<file path="config.mk">
export PLATFORM = sky130hd
export DESIGN_NAME = tlb_miss_handler
export DESIGN_NICKNAME = d
export VERILOG_FILES = /design/src/rtl/tlb_miss_handler_pkg.sv /design/src/rtl/tlb_miss_handler.sv
export SDC_FILE = /design/constraint.sdc
export NUM_CORES = 1
export LEC_CHECK = 0
export BUFFER_PORTS_ARGS = -buffer_cell sky130_fd_sc_hd__buf_2
export CORE_MARGIN = 2
export CORE_UTILIZATION = 40
export CTS_CLUSTER_SIZE = 30
export DETAILED_ROUTE_END_ITERATION = 16
export PLACE_DENSITY = 0.69
export SETUP_SLACK_MARGIN = 0.2
export SYNTH_ARGS = -nofsm -noshare
export SYNTH_HDL_FRONTEND = slang
export SYNTH_SLANG_ARGS = --single-unit
</file>
<file path="constraint.sdc">
create_clock -name clk -period 4.6 [get_ports clk]
set_clock_uncertainty 0.05 [all_clocks]
set_input_delay 0.46 -clock clk [delete_from_list [all_inputs] [get_ports clk]]
set_output_delay 0.46 -clock clk [all_outputs]
set_load 0.01 [all_outputs]
</file>
<file path="src/rtl/tlb_miss_handler_pkg.sv">
// Shared types for the user-mode TLB miss walker: address geometry, PTE and TLB fill formats, walker states.
// Latency: n/a (types and a pure address helper only).
// Backpressure: n/a.
package tlb_miss_handler_pkg;

  localparam int VIRT_ADDR_WIDTH    = 32;
  localparam int PHY_ADDR_WIDTH     = 32;
  localparam int THR_PER_CORE_WIDTH = 2;

  // Virtual address split: [tag | page offset]
  localparam int VIRT_ADDR_OFFSET_MSB = 11;
  localparam int VIRT_ADDR_OFFSET_LSB = 0;
  localparam int VIRT_ADDR_TAG_MSB    = VIRT_ADDR_WIDTH - 1;
  localparam int VIRT_ADDR_TAG_LSB    = VIRT_ADDR_OFFSET_MSB + 1;
  localparam int PAGE_OFFSET_WIDTH    = VIRT_ADDR_OFFSET_MSB - VIRT_ADDR_OFFSET_LSB + 1;
  localparam int VIRT_TAG_WIDTH       = VIRT_ADDR_TAG_MSB - VIRT_ADDR_TAG_LSB + 1;
  localparam int PPN_WIDTH            = PHY_ADDR_WIDTH - PAGE_OFFSET_WIDTH;

  typedef struct packed {
    logic                 valid;
    logic [PPN_WIDTH-1:0] ppn;
  } pte_t;

  typedef struct packed {
    logic [VIRT_ADDR_WIDTH-1:0] virt_addr;
    logic [PHY_ADDR_WIDTH-1:0]  phy_addr;
  } tlb_req_info_t;

  typedef enum logic [2:0] {
    WALK_IDLE  = 3'd0,
    WALK_REQ   = 3'd1,
    WALK_WAIT  = 3'd2,
    WALK_FILL  = 3'd3,
    WALK_FAULT = 3'd4,
    WALK_DRAIN = 3'd5
  } walker_state_t;

  // One 4-byte PTE per virtual page; the sum wraps silently at the physical address width.
  function automatic logic [PHY_ADDR_WIDTH-1:0] pte_addr(
    input logic [PHY_ADDR_WIDTH-1:0]  base,
    input logic [VIRT_ADDR_WIDTH-1:0] va
  );
    logic [VIRT_TAG_WIDTH+1:0] idx;
    idx = {va[VIRT_ADDR_TAG_MSB:VIRT_ADDR_TAG_LSB], 2'b00};
    return base + PHY_ADDR_WIDTH'(idx);
  endfunction

endpackage

</file>
<file path="src/rtl/tlb_miss_handler.sv">
// Single-level page-table walker: accepts one TLB miss, reads its PTE, then fills the TLB or reports a page fault.
// Latency: miss accepted cycle 0, PTE request cycle 1, response earliest cycle 2, fill/fault pulse cycle 3.
// Backpressure: miss_ready only in IDLE without flush; request held until mem_req_ready; responses never stalled.
//
// Ports: clk/rst_n (async active-low); miss_valid/miss_ready/miss_thread_id/miss_virt_addr + ptbr (miss intake);
// flush (abort walk); mem_req_valid/ready/addr (PTE read); mem_rsp_valid/data (PTE response);
// new_tlb_entry/new_tlb_thread_id/new_tlb_info (fill pulse); page_fault/page_fault_virt_addr (fault pulse); busy.
module tlb_miss_handler
  import tlb_miss_handler_pkg::*;
#(
  parameter int TIMEOUT_CYCLES = 64
) (
  input  logic                          clk,
  input  logic                          rst_n,
  input  logic                          miss_valid,
  input  logic [THR_PER_CORE_WIDTH-1:0] miss_thread_id,
  input  logic [VIRT_ADDR_WIDTH-1:0]    miss_virt_addr,
  output logic                          miss_ready,
  input  logic [PHY_ADDR_WIDTH-1:0]     ptbr,
  input  logic                          flush,
  output logic                          mem_req_valid,
  output logic [PHY_ADDR_WIDTH-1:0]     mem_req_addr,
  input  logic                          mem_req_ready,
  input  logic                          mem_rsp_valid,
  input  pte_t                          mem_rsp_data,
  output logic                          new_tlb_entry,
  output logic [THR_PER_CORE_WIDTH-1:0] new_tlb_thread_id,
  output tlb_req_info_t                 new_tlb_info,
  output logic                          page_fault,
  output logic [VIRT_ADDR_WIDTH-1:0]    page_fault_virt_addr,
  output logic                          busy
);

  localparam int CNT_W = $clog2(TIMEOUT_CYCLES + 1);

  walker_state_t                 state;
  logic [VIRT_ADDR_WIDTH-1:0]    cap_va;
  logic [THR_PER_CORE_WIDTH-1:0] cap_tid;
  logic [CNT_W-1:0]              tmo_cnt;
  logic                          timeout_hit;

  // Fires in the last of TIMEOUT_CYCLES response-less WAIT/DRAIN cycles.
  assign timeout_hit = (tmo_cnt == CNT_W'(TIMEOUT_CYCLES - 1));

  assign miss_ready = (state == WALK_IDLE) && !flush;
  assign busy       = (state != WALK_IDLE);

  always_ff @(posedge clk or negedge rst_n) begin
    if (!rst_n) begin
      state                <= WALK_IDLE;
      cap_va               <= '0;
      cap_tid              <= '0;
      tmo_cnt              <= '0;
      mem_req_valid        <= 1'b0;
      mem_req_addr         <= '0;
      new_tlb_entry        <= 1'b0;
      new_tlb_thread_id    <= '0;
      new_tlb_info         <= '0;
      page_fault           <= 1'b0;
      page_fault_virt_addr <= '0;
    end else begin
      new_tlb_entry <= 1'b0;
      page_fault    <= 1'b0;
      case (state)
        WALK_IDLE: begin
          if (miss_valid && !flush) begin
            cap_va        <= miss_virt_addr;
            cap_tid       <= miss_thread_id;
            mem_req_addr  <= pte_addr(ptbr, miss_virt_addr);
            mem_req_valid <= 1'b1;
            state         <= WALK_REQ;
          end
        end
        WALK_REQ: begin
          if (mem_req_ready) begin
            // A handshake that coincides with flush still has a response in flight, so it must be drained.
            mem_req_valid <= 1'b0;
            tmo_cnt       <= '0;
            state         <= flush ? WALK_DRAIN : WALK_WAIT;
          end else if (flush) begin
            mem_req_valid <= 1'b0;
            state         <= WALK_IDLE;
          end
        end
        WALK_WAIT: begin
          if (flush) begin
            tmo_cnt <= '0;
            state   <= mem_rsp_valid ? WALK_IDLE : WALK_DRAIN;
          end else if (mem_rsp_valid && mem_rsp_data.valid) begin
            new_tlb_entry          <= 1'b1;
            new_tlb_thread_id      <= cap_tid;
            new_tlb_info.virt_addr <= cap_va;
            new_tlb_info.phy_addr  <= {mem_rsp_data.ppn, cap_va[VIRT_ADDR_OFFSET_MSB:VIRT_ADDR_OFFSET_LSB]};
            state                  <= WALK_FILL;
          end else if (mem_rsp_valid || timeout_hit) begin
            page_fault           <= 1'b1;
            page_fault_virt_addr <= cap_va;
            state                <= WALK_FAULT;
          end else begin
            tmo_cnt <= tmo_cnt + 1'b1;
          end
        end
        WALK_DRAIN: begin
          if (mem_rsp_valid || timeout_hit) begin
            state <= WALK_IDLE;
          end else begin
            tmo_cnt <= tmo_cnt + 1'b1;
          end
        end
        // Pulse cycles; flush here cannot retract the pulse already on the outputs.
        WALK_FILL, WALK_FAULT: state <= WALK_IDLE;
        default:               state <= WALK_IDLE;
      endcase
    end
  end

endmodule

</file>
==> results by group <==
Clock network
  • Setup fix buffers added after clock tree synthesis: 0
  • CTS tree: yes
  • Worst skew pair latency: approximately 0.42 ns
  • Resize count post-CTS: 0
  • CTS max path bufs: 2
  • H-Tree Depth: 4
  • Clk sinks: about 170
  • # hold bufs at CTS: 0
  • Num CTS Buffers: 17
  • Root buf cell: clkbuf_16
  • Clock transition at path regs: roughly 0.070 ns

Global route
  • Initial antenna violation count: 0
  • Overall Global Routing Usage: 0.178
  • Largest net degree at the start of global routing: 89
  • Vias in the first global route: between 5000 and 6000
  • First-pass GRT wire length: about 28000 µm
  • Grt ovf: 0

Timing
  • Final setup viols: 0
  • Tmin final: approximately 2.7 ns
  • Setup TNS: 0 ns
  • Period utilization: 0.582
  • Worst-Margin Slew: roughly 0.75 ns
  • Final hold vios: 0
  • WHS: roughly 0.014 ns
  • Slew headroom: 0.500
  • FMAX: approximately 0.37 GHz
  • Unrepaired setup endpoints after global routing: false
  • Max-slew violations: 0

Routing
  • DR WL/cell: roughly 16 µm
  • Total number of vias: roughly 5600
  • 1st-pass router iterations: 4
  • Vias per inst: 5.13
  • Routed Antenna Nets: 0
  • DRC viols: 0
  • Final wirelength: around 18000 µm
  • DR iter-0 viols: approximately 240

Yosys
  • Commonest cells in the netlist: dfrtp_1, mux2_2, nand2_1
  • Seq cells post-synth: between 150 and 200
  • Synth Cell Area: between 7000 and 8000 µm²
  • Dominant synthesized flop cell: dfrtp_1
  • Synth top area share: 0.542
  • Syn_area_per_cell: ~12 µm²
  • Area leader, netlist: dfrtp_1
  • YS warnings: 0
  • Top-count cell post-synth: dfrtp_1
  • Count of cell types in the netlist: 50
  • Syn_nets: between 700 and 800
  • FFs w/ async S/R, synth: 1.00
  • Cells after Synth: between 600 and 700
  • Number of synthesized flops with an enable pin: 0
  • Ranking of synthesized cells by area: dfrtp_1, mux2_2, ha_1
  • Register area share after synthesis: 0.542

Floorplanning
  • Die Wd: ~140 µm
  • Die area: 20200 µm²
  • Placement Rows: 50
  • Top-Level Pins: between 200 and 250
  • Starting Density: 0.407
  • Die Height: ~140 µm
  • Core box area: roughly 19000 µm²

Pwr
  • PD cells: 561 nW/µm²
  • Overall power: approximately 0.0053 W
  • Net Sw Power: 0.00173 W
  • Register share of total power: 0.427
  • Internal: 0.00361 W
  • Worst vdd ir: between 0.2 and 0.25 mV
  • Leak: between 4 and 5 nW
  • Gate power share: 0.293
  • Clock network power share: 0.279
  • Sw frac: 0.324

Placed design
  • Final HPWL DP: roughly 13000 µm
  • Placed cells: 1059
  • Port bufs: 227
  • Routability cong.: about 0.89

Critical path
  • Delay-heaviest family, CP: simple AND/OR/NAND/NOR gates
  • CP arrival: approximately 3 ns
  • Critical Path Source: state[2]
  • Critical R2R Launch: state[2]
  • Most common cell on crit path: nor2_1
  • Crit Path Class: reg2reg
  • Worst path required time: slightly below 5 ns
  • CP bufs+invs: 1
  • Critical path's slowest cell: and3_2
  • CP Capture Type: flop
  • Startpoint types: flop
  • Crit-path max FO: 39
  • Critical path's largest stage delay: between 0.5 and 0.6 ns
  • CP Cell Sequence: nor2_1, nand2_1, nor2_1, and3_2, buf_4, mux2_2

Final layout
  • Final Non-Filler Cells: 1091
  • FILL cells: approximately 1700
  • Final #Nets: 959
  • Register area: a little over 4000 µm²
  • Layout area overhead: 24.9%
  • Multi-input gate area: around 3300 µm²
  • ANT cells: 0
  • Layout cells sized above 1: 0.466

Min path
  • Hold Path Class: in2async

Flow run
  • Total of max-cap violations: 0

Status
  • Status: finished, final reports clean
[cell families (layout without fill, tap and decap cells)]
family | count (synthesis) | after routing | share of synthesized area
adders and majority gates | 22 | 22 | 0.0371
and+or+nand+nor | 137 | 137 | 0.0818
xor gates and xnor gates | 29 | 29 | 0.0333
muxes | 124 | 124 | 0.183
AOI/OAI and AO/OA | 108 | 108 | 0.0910
DFF | 165 | 165 | 0.542
buffers and inverters | 46 | 272 | 0.0317
[power by group through the flow]
stage	Sequential, W	Clock (W)	Combinational, W
CTS	0.00229	0.00154	0.00159
detailed placement	0.00231	0	0.00159
global route	0.00236	0.00161	0.00174
finish	0.00228	0.00149	0.00157
floorplan	0.00242	0	0.000819
global placement	0.00230	0	0.00156
[cell type report]
cell class / instances / area share
clock buffers: 17 / 0.0447
repair buffers: 231 / 0.125
well taps: 234 / 0.0308
clock inverters: 15 / 0.0201
flip-flops and latches: 165 / 0.434
inverters: 9 / 0.00355
multi-input cells: 420 / 0.342
[flip-flops by register name (all words and copies together) (netlist names)]
name,flops
new_tlb_entry,1
tmo_cnt,7
cap_va,32
page_fault,1
new_tlb_thread_id,2
new_tlb_info,52
mem_req_valid,1
cap_tid,2
mem_req_addr,32
page_fault_virt_addr,32
state,3
[placed cells by master, fill, tap and decap left out, types with 2 or more instances in the layout]
| cell | count |
|---|---|
| a21oi_1 | 24 |
| clkbuf_16 | 17 |
| and2b_1 | 2 |
| nor2b_1 | 2 |
| a21o_1 | 4 |
| and2_1 | 3 |
| nand3_1 | 11 |
| and3_1 | 9 |
| o2111ai_1 | 3 |
| xor2_1 | 17 |
| dfrtp_1 | 165 |
| nand2_1 | 62 |
| xnor2_1 | 12 |
| nor2_1 | 27 |
| clkinv_4 | 2 |
| buf_2 | 226 |
| o211ai_1 | 3 |
| inv_1 | 9 |
| inv_8 | 2 |
| nand4_1 | 3 |
| a211oi_1 | 2 |
| mux2_2 | 123 |
| nor3b_1 | 2 |
| nor2_2 | 2 |
| nor3_1 | 5 |
| nand2b_1 | 4 |
| bufinv_16 | 3 |
| ha_1 | 21 |
| o31ai_1 | 3 |
| o21ai_0 | 38 |
| clkinv_2 | 2 |
| o21ai_1 | 7 |
| o21a_1 | 6 |
| buf_4 | 3 |
| a31oi_1 | 3 |
| inv_6 | 5 |
| a211o_1 | 2 |
[metrics by stage]
step	setup WS, ns	cell area (µm²)	utilization
after floorplan	2.13	7620	-
after global placement	1.75	8900	0.476
after detailed placement	1.72	8900	0.476
after CTS	1.91	9520	0.509
after global routing	1.72	9520	0.509
final	1.92	9520	0.509
[path summary, 6_finish.rpt]
kind / end / slack, ns / depth (start not counted)
worst min register to register: mem_req_addr[13] / 0.42 / 2
worst max-delay path: new_tlb_info[37] / 1.92 / 6
worst max register to register: new_tlb_info[37] / 1.92 / 6
min in group clk: new_tlb_info[21] / 0.22 / 2
max in group asynchronous: cap_va[24] / 3.53 / 2
worst min-delay path: new_tlb_info[44] / 0.01 / 1
[layer usage]
metal | vias to the layer above | part of all wire | global-route usage
met5 | - | 0 | 0
met4 | 0 | 0.013 | 0.0500
met3 | 19 | 0.075 | 0.0572
met2 | 218 | 0.46 | 0.293
met1 | 2712 | 0.45 | 0.225
li1 | 2652 | - | -
Note: power is estimated with default switching activity, not from simulation.
